## config.mk

```make
export PLATFORM = sky130hd
export DESIGN_NAME = dff_compare_monitor
export DESIGN_NICKNAME = d
export VERILOG_FILES = /design/src/rtl/dff_compare_pkg.sv /design/src/rtl/dff_compare_sat_counter.sv /design/src/rtl/dff_compare_monitor.sv
export SDC_FILE = /design/constraint.sdc
export NUM_CORES = 1
export LEC_CHECK = 0
export BUFFER_PORTS_ARGS = -buffer_cell sky130_fd_sc_hd__buf_2
export CAP_MARGIN = 20
export CORE_MARGIN = 5
export CORE_UTILIZATION = 55
export CTS_BUF_LIST = sky130_fd_sc_hd__clkbuf_8
export DETAILED_ROUTE_END_ITERATION = 7
export HOLD_SLACK_MARGIN = 0.05
export PLACE_DENSITY_LB_ADDON = 0.2
export SYNTH_ARGS = -nofsm -noshare
export SYNTH_HDL_FRONTEND = slang
export SYNTH_SLANG_ARGS = --single-unit
export TNS_END_PERCENT = 5
```

## constraint.sdc

```tcl
create_clock -name clk -period 6.05 [get_ports clk]
set_input_delay 0.3025 -clock clk [delete_from_list [all_inputs] [get_ports clk]]
set_output_delay 0.3025 -clock clk [all_outputs]
set_load 0.1 [all_outputs]
```

## src/rtl/dff_compare_pkg.sv

```systemverilog
// Shared types and defaults for the golden-vs-netlist DFF comparison monitor.
package dff_compare_pkg;

    localparam int CNT_W_DEFAULT = 16;

    typedef enum logic [1:0] {
        ST_IDLE = 2'd0,
        ST_RUN  = 2'd1,
        ST_DONE = 2'd2
    } state_e;

endpackage

```

## src/rtl/dff_compare_sat_counter.sv

```systemverilog
// Up-counter with synchronous clear that sticks at all-ones instead of wrapping.
module sat_counter #(
    parameter int W = 16
) (
    input  logic         clk,
    input  logic         srst_i,
    input  logic         clr_i,
    input  logic         inc_i,
    output logic [W-1:0] count_o
);

    logic [W-1:0] count_q;
    logic [W-1:0] count_d;

    always_comb begin
        count_d = count_q;
        if (clr_i) begin
            count_d = '0;
        end else if (inc_i && (count_q != {W{1'b1}})) begin
            count_d = count_q + 1'b1;
        end
    end

    always_ff @(posedge clk) begin
        if (srst_i) begin
            count_q <= '0;
        end else begin
            count_q <= count_d;
        end
    end

    assign count_o = count_q;

endmodule

```

## src/rtl/dff_compare_monitor.sv

```systemverilog
// Compares a golden DFF output against its post-route netlist over a run of
// strobed samples, tracking match/mismatch counts and the first failing index.
module dff_compare_monitor
    import dff_compare_pkg::*;
#(
    parameter int CNT_W = CNT_W_DEFAULT
) (
    input  logic             clk,
    input  logic             i_Reset,
    input  logic             i_Start,
    input  logic [CNT_W-1:0] i_Total,
    input  logic             i_Sample,
    input  logic             i_Golden,
    input  logic             i_Netlist,
    output logic             o_Busy,
    output logic             o_Done,
    output logic             o_Pass,
    output logic             o_ResultValid,
    output logic             o_Match,
    output logic [CNT_W-1:0] o_CompareCount,
    output logic [CNT_W-1:0] o_MismatchCount,
    output logic [CNT_W-1:0] o_FirstFailIdx,
    output logic             o_FirstFailValid
);

    state_e           state_q,       state_d;
    logic [CNT_W-1:0] total_q,       total_d;
    logic [CNT_W-1:0] cmp_cnt_q,     cmp_cnt_d;
    logic [CNT_W-1:0] first_idx_q,   first_idx_d;
    logic             first_valid_q, first_valid_d;
    logic             match_q,       match_d;
    logic             rvalid_q,      rvalid_d;
    logic             mis_clr;
    logic             mis_inc;
    logic             is_match;

    assign is_match = (i_Golden == i_Netlist);

    always_comb begin
        state_d       = state_q;
        total_d       = total_q;
        cmp_cnt_d     = cmp_cnt_q;
        first_idx_d   = first_idx_q;
        first_valid_d = first_valid_q;
        match_d       = match_q;
        rvalid_d      = 1'b0;
        mis_clr       = 1'b0;
        mis_inc       = 1'b0;

        case (state_q)
            ST_IDLE, ST_DONE: begin
                // A start here wins over any coincident sample, which is dropped.
                if (i_Start) begin
                    total_d       = i_Total;
                    cmp_cnt_d     = '0;
                    first_idx_d   = '0;
                    first_valid_d = 1'b0;
                    match_d       = 1'b0;
                    mis_clr       = 1'b1;
                    state_d       = (i_Total == '0) ? ST_DONE : ST_RUN;
                end
            end
            ST_RUN: begin
                if (i_Sample && (cmp_cnt_q < total_q)) begin
                    rvalid_d  = 1'b1;
                    match_d   = is_match;
                    cmp_cnt_d = cmp_cnt_q + 1'b1;
                    if (!is_match) begin
                        mis_inc = 1'b1;
                        if (!first_valid_q) begin
                            first_idx_d   = cmp_cnt_q;
                            first_valid_d = 1'b1;
                        end
                    end
                    if (cmp_cnt_d == total_q) begin
                        state_d = ST_DONE;
                    end
                end
            end
            default: state_d = ST_IDLE;
        endcase
    end

    always_ff @(posedge clk) begin
        if (i_Reset) begin
            state_q       <= ST_IDLE;
            total_q       <= '0;
            cmp_cnt_q     <= '0;
            first_idx_q   <= '0;
            first_valid_q <= 1'b0;
            match_q       <= 1'b0;
            rvalid_q      <= 1'b0;
        end else begin
            state_q       <= state_d;
            total_q       <= total_d;
            cmp_cnt_q     <= cmp_cnt_d;
            first_idx_q   <= first_idx_d;
            first_valid_q <= first_valid_d;
            match_q       <= match_d;
            rvalid_q      <= rvalid_d;
        end
    end

    sat_counter #(
        .W(CNT_W)
    ) u_mismatch_cnt (
        .clk     (clk),
        .srst_i  (i_Reset),
        .clr_i   (mis_clr),
        .inc_i   (mis_inc),
        .count_o (o_MismatchCount)
    );

    assign o_Busy           = (state_q == ST_RUN);
    assign o_Done           = (state_q == ST_DONE);
    assign o_Pass           = (state_q == ST_DONE) && (o_MismatchCount == '0);
    assign o_ResultValid    = rvalid_q;
    assign o_Match          = match_q;
    assign o_CompareCount   = cmp_cnt_q;
    assign o_FirstFailIdx   = first_idx_q;
    assign o_FirstFailValid = first_valid_q;

endmodule

```

# Word level (Yosys, flattened, before mapping)
# Cells that the tools add are included.
# W data, S select, Z words.
totals:
  input_bits: 22
  elab_cells: 61
  out_inout_bits: 54
  ff_bits: 69
classes:
  add_sub_neg: 2
  n_mux: 24
  n_bitwise: 1
  n_eq_ne: 10
  reduce_logical: 15
  n_lt_le_gt_ge: 1
op_table:
  columns: ["operator", "n"]
  rows:
  - ["$mux W16", 5]
  - ["$pmux W16 S2", 2]
  - ["$add A16 B1 Y16 const B", 2]
  - ["$logic_not A16 Y1", 2]
  - ["$eq A16 B16 Y1", 1]
  - ["$lt A16 B16 Y1", 1]
  - ["$ne A16 B16 Y1 const B", 1]
  - ["$mux W1", 10]
  - ["$mux W2", 4]
  - ["$ne A2 B2 Y1 const B", 3]
  - ["$reduce_and A3 Y1", 2]
  - ["$reduce_or A2 Y1", 3]
  - ["$reduce_and A5 Y1", 1]
  - ["$ne A2 B1 Y1 const B", 2]
  - ["$pmux W1 S2", 2]
  - ["$pmux W2 S2", 1]
  - ["$reduce_and A4 Y1", 1]
  - ["$logic_and A1 B1 Y1", 3]
  - ["$eq A2 B1 Y1 const B", 1]
  - ["$eq A2 B2 Y1 const B", 1]
  - ["$logic_not A2 Y1", 1]
  - ["$reduce_and A2 Y1", 1]
  - ["$reduce_bool A2 Y1", 1]
  - ["$eq A1 B1 Y1", 1]
  - ["$not A1 Y1", 1]

# Longest topological paths before layout
# Gate-level depths: netlist of the first run.
depth:
  depth_word: 5
  depth_mapped: 11
  ltp_nobuf: 9

# By module
# Synthesis of the first run repeated with hierarchy kept, for this count alone.
hier_totals:
  cells_unflattened: 496
  hier_area_um2: 4087.7
by_module_without_submodules:
  columns: ["mod", "seq_area_each_um2", "instances", "cells_each", "area_each_um2"]
  rows:
  - ["dff_compare_monitor", 1061.0, 1, 394, 3170.5]
  - ["sat_counter", 320.3, 1, 102, 917.1]

# Worst setup path after synthesis of the first run
# OpenSTA, ideal clock, no wires.
synth_path:
  path_kind: "register to output"
  from: "register state_q[0]"
  to: "output port o_Pass"
  t_arrival_ps: 5135
  required_time_ps: 5747
  path_stages_with_launch: 4
  path_buffers: 0
  slack_ps: 613
  cell_sequence: "dfxtp_1 -> nor2b_1 -> nand4_1 -> nor4b_1"
synth_via:
  elab_chain_len: 2
synth_rtl:
  columns: ["element", "line_no", "source"]
  rows:
  - ["from (decl)", "dff_compare_monitor.sv:26", "state_e state_q, state_d;"]
  - ["from (signal assigned)", "dff_compare_monitor.sv:94", "state_q <= state_d;"]
  - ["$eq A2 B2 Y1", null, null]
  - ["named net o_Done", "dff_compare_monitor.sv:16", "output logic o_Done,"]
  - ["$logic_and A1 B1 Y1", "dff_compare_monitor.sv:116", "assign o_Pass = (state_q == ST_DONE) && (o_MismatchCount == '0);"]
  - ["to (decl)", "dff_compare_monitor.sv:17", "output logic o_Pass,"]
# The timed path passes the listed nets, and every way through them passes these cells.

# Worst setup path after layout of the first run
layout_path:
  from: "register cmp_cnt_q[3] (netlist: o_CompareCount[3])"
  to: "register cmp_cnt_q[15] (netlist: o_CompareCount[15])"
layout_via:
  elab_chain_len: 4
  elab_cells_between_ends: 7
  classes_between: "add/sub: 1; order compare: 1; eq/ne: 1; mux: 2; reduce/logical: 2"
layout_rtl:
  columns: ["element", "line_no", "source"]
  rows:
  - ["from (decl)", "dff_compare_monitor.sv:28", "logic [CNT_W-1:0] cmp_cnt_q, cmp_cnt_d;"]
  - ["from (signal assigned)", "dff_compare_monitor.sv:96", "cmp_cnt_q <= cmp_cnt_d;"]
  - ["$lt A16 B16 Y1", "dff_compare_monitor.sv:64", "if (i_Sample && (cmp_cnt_q < total_q)) begin"]
  - ["$logic_and A1 B1 Y1", "dff_compare_monitor.sv:64", null]
  - ["$ne A2 B1 Y1 (no line)", null, null]
  - ["$reduce_and A3 Y1 (no line)", null, null]
# Several ways; a longest one is shown, not always the timed one. The select of a mux whose other input is x is not followed.
# A chain may end at the register's enable or synchronous reset.

==> results of run 1 <==
==> power by group <==
group	switching (W)	total, W	internal (W)
Combinational	0.000178	0.000245	0.0000669
Clock	0.000185	0.000457	0.000272
Sequential	0.0000177	0.000487	0.000469
Total	0.000381	0.00119	0.000809
==> cell usage after synthesis (3+ instances only) <==
| cell type | count |
|---|---|
| nand2b_1 | 22 |
| a22o_1 | 3 |
| buf_1 | 4 |
| o21a_1 | 3 |
| nand2_1 | 59 |
| nor2_1 | 37 |
| inv_1 | 29 |
| nor4b_1 | 4 |
| nor4_1 | 17 |
| a211oi_1 | 3 |
| a21oi_1 | 55 |
| nor3_1 | 13 |
| xnor2_1 | 21 |
| nor2b_1 | 9 |
| o32ai_1 | 11 |
| and3_1 | 4 |
| o21ai_0 | 7 |
| a41o_1 | 4 |
| o211ai_1 | 5 |
| a31oi_1 | 9 |
| nand4_1 | 5 |
| dfxtp_1 | 69 |
| nand3_1 | 25 |
| clkbuf_1 | 17 |
| a21o_1 | 3 |
| buf_4 | 3 |
| xor2_1 | 8 |
| or2_2 | 3 |
| buf_2 | 3 |
| ha_1 | 19 |
==> state kept, by name (all words and copies together) (netlist names) <==
name	cells
o_Match	1
o_CompareCount	16
o_ResultValid	1
u_mismatch_cnt.count_o	16
total_q	16
state_q	2
o_FirstFailValid	1
o_FirstFailIdx	16
==> per-stage QoR <==
| stage | utilization | total power (W) | cell area [µm²] |
|---|---|---|---|
| after floorplan | - | 0.0006788 | 4055 |
| final | 0.6443 | 0.001189 | 4648 |
| after detailed placement | 0.6101 | 0.0007372 | 4402 |
| after global placement | 0.6101 | 0.0007349 | 4402 |
| after global routing | 0.6443 | 0.001239 | 4648 |
| after CTS | 0.6433 | 0.001190 | 4641 |
==> layer usage <==
| metal | global-route usage | part of all wire | vias to the layer above |
|---|---|---|---|
| met5 | 0 | 0 | - |
| met4 | 0.07109 | 0.012 | 0 |
| met3 | 0.04144 | 0.080 | 13 |
| met2 | 0.3984 | 0.44 | 150 |
| met1 | 0.3804 | 0.47 | 1874 |
| li1 | - | - | 1947 |
==> layout make-up <==
type / instances / area share
Multi-Input combinational cell: 382 / 0.5149
Sequential cell: 69 / 0.2972
Timing Repair Buffer: 78 / 0.08560
Clock buffer: 9 / 0.02665
Tap cell: 99 / 0.02665
Clock inverter: 7 / 0.02476
Inverter: 30 / 0.02423
==> critical path, cell delays in order, from the launching register on <==
cell and delay (ps):
dfxtp_1 630, ha_1 330, a211oi_1 240, a21oi_1 100, o21a_1 490, nor2b_1 950, nand4_1 200, a31oi_1 200
==> cells by family (layout without fill, tap and decap cells) <==
kind of cell / Yosys count / after routing / synth area share
flops: 69 / 69 / 0.3406
simple gates: 211 / 211 / 0.2669
xor+xnor: 29 / 29 / 0.06264
compound gates: 123 / 123 / 0.2021
fa+ha+maj: 19 / 19 / 0.05862
buf+inv: 61 / 124 / 0.06911
==> path summary, 6_finish.rpt <==
kind                                         from                              end  slack (ps)  depth (start not counted)
setup reg to reg   o_CompareCount[3]$_SDFFE_PP0P_  o_CompareCount[15]$_SDFFE_PP0P_        2820                          7
hold reg to reg   o_FirstFailIdx[12]$_SDFFE_PP0P_  o_FirstFailIdx[12]$_SDFFE_PP0P_         470                          2
setup / recovery   o_CompareCount[3]$_SDFFE_PP0P_  o_CompareCount[15]$_SDFFE_PP0P_        2820                          7
hold / removal                         i_Total[5]          total_q[5]$_SDFFE_PP0P_         210                          3
==> flow_summary.ini, run 1 <==
[clock_network]
cts_setup_buffers = 0
numCtsBuffers = 9
root_buffer = clkbuf_8
clock_sinks = 69
cts_hold_buf = 0
clkLatencyLatePin_ps = 340
clk_path_buf_depth = 2
path_clk_slew_ps = 80
cts-resized-gates = 0
cts_tree = built
htree_num_levels = 3

[worst_setup_path]
endpoint_kind = flop
required_ps = 6310
critPathKind = flop to flop
crit_arrival_ps = 3490
crit_fanout = 24
start_kind = flop

[logic_synthesis]
synthCells = 512
synth-seq-cells = 69
postSynthAreaPerCell_um2 = 7.920
yosys_warnings = 0
synth_edf_count = 0
synth_top_area_share = 0.3406
synth_largest_area_cell = dfxtp_1
yosys.cell_types.count = 61
syn_area_um2 = 4055
synth_area_leaders = dfxtp_1 (34%), a21oi_1 (6.8%), ha_1 (5.9%), nand2_1 (5.5%), xnor2_1 (4.5%)
synthesis.nets = 553
synthFlopType = dfxtp_1
async_reset_ff_frac = 0
seq_area_frac_synth = 0.3406

[detailed_routing]
drc = 0
drtIter0Drc = 404
drt.antenna.violating_nets = 0
post_drt_wl_per_cell_um = 16.89
vias_per_cell = 5.911
vias = 3984
first_pass_iters = 5
wirelength_um = 11380

[sta]
fin_ws_ps = 2823
finalHoldViolCount = 0
hold-worst-slack_ps = 205.9
finalCriticalPeriod_ps = 3228
worst_pin_slew_ps = 1056
maxSlewViolCount = 0
setup_tns_ps = 0
relSlewSlack = 0.2949
skew_ps = 7.670
finalCritPeriodShare = 0.5335
setup_viol = 0
fmax_mhz = 309.8
rsz0062_at_grt = no

[global_route]
globalRouteTotalUtil = 0.2610
grt_pass1_wl_um = 18770
grt_pass1_vias = 3768
grt-ovfl-total = 0
antenna_found_initial = 0
grt_max_degree = 56

[cells_and_area]
final_common_cell = buf_2
synthToLayoutAreaGrowth_pct = 14.63
register_area_um2 = 1381
multiInputGateArea_um2 = 2394
layoutNonFillerInstCount = 674
final_layout_size_suffix_gt1_frac = 0.1809
layout_common_cells = buf_2 (75), dfxtp_1 (69), nand2_1 (59)
n_antenna_cell = 0
nNetsFinal = 611
fillers = 674

[placement]
io_buffers = 75
place_inst = 657
dp_worst_setup_slack_ps = 2974
gp_congestion = 0.9044
place_hpwl_um = 8191

[job]
maxCapViolCount = 0

[floorplan]
start_util = 0.5621
die_w_um = 95.87
ioPinCount = 76
rows = 31
die_h_um = 95.87
die-area_um2 = 9190
core-area_um2 = 7214

[pwr]
power_leakage_nw = 1.868
peakVddDrop_v = 0.0001790
p_per_area_nw_per_um2 = 255.8

[worst_hold_path]
hold_path_class = input port to flop

[run_status]
status = complete, no violations
Power figures use the tool's default switching activity.
==> run 2, diff against run 1 <==
- CORE_UTILIZATION: 55 -> 52
- clock period: 6.05 -> 2.8 ns (I/O delays scaled with it)
==> run 2 against run 1 <==
Net effect:
- final cell count is 5.6% higher
- clock power up 130%
- sequential power rose by 120%
- wire length up 3.2%
- clock skew increased by 3.0 ps
- combinational power is 140% higher
- worst setup slack lost 2700 ps
- non-clock buffer count grew 35
- register-to-register slack lost 2700 ps
- highest routed layer unchanged
==> flow_summary.ini, run 2 (synthesis results as in run 1) <==
[run_status]
status = complete, no violations

[global_route]
grt_max_degree = 35
grt-ovfl-total = 0
grt_pass1_vias = 3998
antenna_found_initial = 0
globalRouteTotalUtil = 0.2435
grt_pass1_wl_um = 19390

[detailed_routing]
wl_met1_um = 5477
wl_met3_um = 945
vias = 4136
drc = 0
route.met2.wl_um = 5121
vias_per_cell = 5.809
topRoutingLayerUsed = met4
first_pass_iters = 5
drt.antenna.violating_nets = 0
drtIter0Drc = 379
post_drt_wl_per_cell_um = 16.49
wirelength_um = 11740

[placement]
gp_congestion = 1.033
place_hpwl_um = 8531
dp_worst_setup_slack_ps = 223.4
io_buffers = 75

[pwr]
peakVddDrop_v = 0.0003123
p_total_w = 0.002673
power_leakage_nw = 2.064
p_per_area_nw_per_um2 = 530.9

[worst_setup_path]
path_cells = ha_1 > a21o_1 > a21o_1 > a211o_1 > a41o_1 > nor3b_2 > buf_4 > a31oi_1 > a41o_1
endpoint_kind = flop
path_buf_inv = 1
start_kind = flop
cpPeakStageDelay_ps = 470
crit_arrival_ps = 2880
cp_top_family = compound AO/OA/AOI/OAI gates
critPathKind = flop to flop
required_ps = 3040
crit_fanout = 12
cp_slowest_cell = dfxtp_1

[clock_network]
numCtsBuffers = 9
root_buffer = clkbuf_8
htree_num_levels = 3
clkLatencyLatePin_ps = 350
clock_sinks = 69
clk_path_buf_depth = 2
path_clk_slew_ps = 80
cts_setup_buffers = 0
cts_tree = built

[sta]
maxSlewViolCount = 0
fin_ws_ps = 162.0
relSlewSlack = 0.5824
finalCritPeriodShare = 0.9421
worst_pin_slew_ps = 610.6
hold-worst-slack_ps = 164.9
skew_ps = 10.62
finalHoldViolCount = 0
finalCriticalPeriod_ps = 2638
fmax_mhz = 379.1
setup_viol = 0

[floorplan]
die-area_um2 = 9665
rows = 32
core-area_um2 = 7647
ioPinCount = 76
die_w_um = 98.31
die_h_um = 98.31
start_util = 0.5303

[cells_and_area]
fillers = 656
synthToLayoutAreaGrowth_pct = 24.16
final_layout_size_suffix_gt1_frac = 0.2295
final_common_cell = buf_2
n_antenna_cell = 0
register_area_um2 = 1414
nNetsFinal = 646
layout_common_cells = buf_2 (75), nand2_1 (59), dfxtp_1 (57)
multiInputGateArea_um2 = 2424

[job]
maxCapViolCount = 0

[worst_hold_path]
hold_path_class = input port to flop
run 2: final cells by class:
class | count | area share
Sequential cell | 69 | 0.2808
Clock inverter | 5 | 0.02087
Multi-Input combinational cell | 382 | 0.4814
Clock buffer | 11 | 0.03007
Tap cell | 102 | 0.02535
Inverter | 30 | 0.02237
Timing Repair Buffer | 113 | 0.1392
run 2: tightest hold or removal path, cell delays in order:
cell     delay, ps
buf_2           80
xor2_1          70
a21oi_1        120
nor2_1          50
run 2: worst paths after layout:
check                                      endpoint                       startpoint  cells past startpoint  slack (ps)
min                   o_FirstFailValid$_SDFFE_PP0P_                         i_Golden                      4         160
max          u_mismatch_cnt.count_o[7]$_SDFFE_PP0P_  o_CompareCount[13]$_SDFFE_PP0P_                      9         160
min reg2reg         o_FirstFailIdx[12]$_SDFFE_PP0P_  o_FirstFailIdx[12]$_SDFFE_PP0P_                      2         470
max reg2reg  u_mismatch_cnt.count_o[7]$_SDFFE_PP0P_  o_CompareCount[13]$_SDFFE_PP0P_                      9         160
run 2: through the flow:
step                      utilization  instance area [µm²]  instances  TNS [ps]
after floorplan                     -                 4115        512     -7192
after global placement         0.6031                 4612        680         0
after detailed placement       0.6031                 4612        680         0
after CTS                      0.6576                 5029        712         0
after global routing           0.6584                 5035        712    -10.49
final                          0.6584                 5035        712         0
run 2: where the power goes:
part	switching, W	total, W	internal, W
combinational	0.000395	0.000582	0.000187
clock	0.000400	0.00104	0.000643
sequential	0.0000394	0.00105	0.00101
total	0.000834	0.00267	0.00184
run 2: layer usage:
layer | GRT usage | vias up
met5 | 0 | -
met4 | 0.08929 | 0
met3 | 0.05929 | 20
met2 | 0.3609 | 190
met1 | 0.3427 | 1906
li1 | - | 2020
run 2: repair_timing:
action,4_1_cts,5_1_grt
hold buffers,16,0
endpoints found under the setup margin,0,2
gates resized for setup,0,2
hold endpoints to repair,16,0
==> run 3, diff against run 2 <==
- CORE_UTILIZATION: 52 -> 55
- clock period: 2.8 -> 2.94 ns (I/O delays scaled with it)
==> run 3 against run 2 <==
Net effect:
- fmax down 3.8%
- critical path depth down 2
- clock skew decreased by 0.84 ps
- clock power fell by 4%
- highest routed layer unchanged
- via count up 2.1%
- global-route usage increased by 3.3 points
- sequential cell count is the same
- combinational power down 2%
- non-clock buffer count grew 6
==> flow_summary.ini, run 3 (synthesis results as in run 1) <==
[cells_and_area]
final_common_cell = buf_2
final_layout_size_suffix_gt1_frac = 0.2256
layout_common_cells = buf_2 (75), dfxtp_1 (68), nand2_1 (59)
n_antenna_cell = 0
post-route-util = 0.6974
nNetsFinal = 652
synthToLayoutAreaGrowth_pct = 24.07

[detailed_routing]
drc = 0
drt.antenna.violating_nets = 0
post_drt_wl_per_cell_um = 17.22
vias = 4224
wirelength_um = 12310
vias_per_cell = 5.908
first_pass_iters = 5
drtIter0Drc = 486

[clock_network]
path_clk_slew_ps = 80
cts_setup_buffers = 0
cts_tree = built
root_buffer = clkbuf_8
clkLatencyLatePin_ps = 350
numCtsBuffers = 9
clk_path_buf_depth = 2
clock_sinks = 69
htree_num_levels = 3

[sta]
finalHoldViolCount = 0
relSlewSlack = 0.4135
setup_tns_ps = 0
finalCriticalPeriod_ps = 2743
setup_viol = 0
fmax_mhz = 364.6
maxSlewViolCount = 0
rsz0062_at_grt = no
finalCritPeriodShare = 0.9328
skew_ps = 9.785
worst_pin_slew_ps = 879.7

[worst_setup_path]
reg2reg_slack_ps = 200
r2r-start = o_CompareCount[1]$_SDFFE_PP0P_
crit_fanout = 7
timing.rr.end = state_q[0]$_SDFFE_PP0P_
ff2ff_path_depth = 7
required_ps = 3190
critPathKind = flop to flop
endpoint_kind = flop
crit_arrival_ps = 2990
start_kind = flop
timing.critical_path.from = o_CompareCount[1]$_SDFFE_PP0P_

[floorplan]
rows = 31
start_util = 0.5621
core-area_um2 = 7214
die_h_um = 95.87
ioPinCount = 76
die_w_um = 95.87
die-area_um2 = 9190

[worst_hold_path]
hold_path_class = input port to flop
min_from = i_Total[2]
min_path_cells = 3
hold_end = total_q[2]$_SDFFE_PP0P_

[placement]
gp_congestion = 0.9719
io_buffers = 75
place_hpwl_um = 8960

[global_route]
grt_max_degree = 29
antenna_found_initial = 0
grt-ovfl-total = 0
globalRouteTotalUtil = 0.2768
grt_pass1_vias = 3990
grt_pass1_wl_um = 19660

[pwr]
p_per_area_nw_per_um2 = 509.8
peakVddDrop_v = 0.0003096
power_leakage_nw = 2.088

[run_status]
status = complete, no violations

[job]
maxCapViolCount = 0
run 3: metal layers:
layer	wire [µm]	global-route usage	vias up
li1	-	-	2033
met5	0	0	-
met2	5654	0.4378	180
met1	5376	0.3704	1978
met3	982	0.04613	33
met4	297	0.1220	0
run 3: per-stage QoR:
step / total power [W] / cell area, µm² / hold WS (ps) / setup WS, ps / cells
global placement: 0.001562 / 4673 / 404.4 / 264.8 / 689
detailed placement: 0.001572 / 4673 / 409.7 / 207.1 / 689
global route: 0.002664 / 5031 / 60.63 / 14.93 / 715
floorplan: 0.001400 / 4074 / 283.0 / -503.5 / 512
CTS: 0.002572 / 5031 / 52.90 / 199.1 / 715
finish: 0.002565 / 5031 / 48.57 / 197.4 / 715
run 3: repair_timing:
action	in CTS	in global routing
gates resized for setup	0	0
endpoints found under the hold margin	10	0
setup endpoints to repair	0	0
hold buffers	10	0
run 3: worst max path at each step:
stage	end	cells after the start	slack, ps
final	state_q[0]$_SDFFE_PP0P_	7	200
after global routing	state_q[1]$_SDFFE_PP0P_	7	10
after CTS	state_q[0]$_SDFFE_PP0P_	7	200
after detailed placement	state_q[0]$_SDFFE_PP0P_	7	210
after global placement	state_q[0]$_SDFFE_PP0P_	7	260
after floorplan	state_q[0]$_SDFFE_PP0P_	9	-500
run 3: power by group:
| group | switching [W] | internal, W |
|---|---|---|
| registers | 0.0000332 | 0.000966 |
| clock network | 0.000386 | 0.000612 |
| logic | 0.000387 | 0.000182 |
| total | 0.000806 | 0.00176 |
run 3: final cells by class:
class / count / area (µm²)
multi-input combinational: 382 / 2411
fill: 636 / 2183
sequential: 69 / 1383
timing repair buffer: 119 / 743.2
clock buffer: 11 / 151.4
tap: 99 / 123.9
inverter: 30 / 112.6
clock inverter: 5 / 106.4
run 3: worst max-delay path, cell delays in order, from the launching register on:
cell and delay (ps):
dfxtp_1 370, ha_1 330, nand3_1 150, or3_1 360, a2111oi_0 490, o2111ai_1 170
or4b_4 580, a22o_1 190
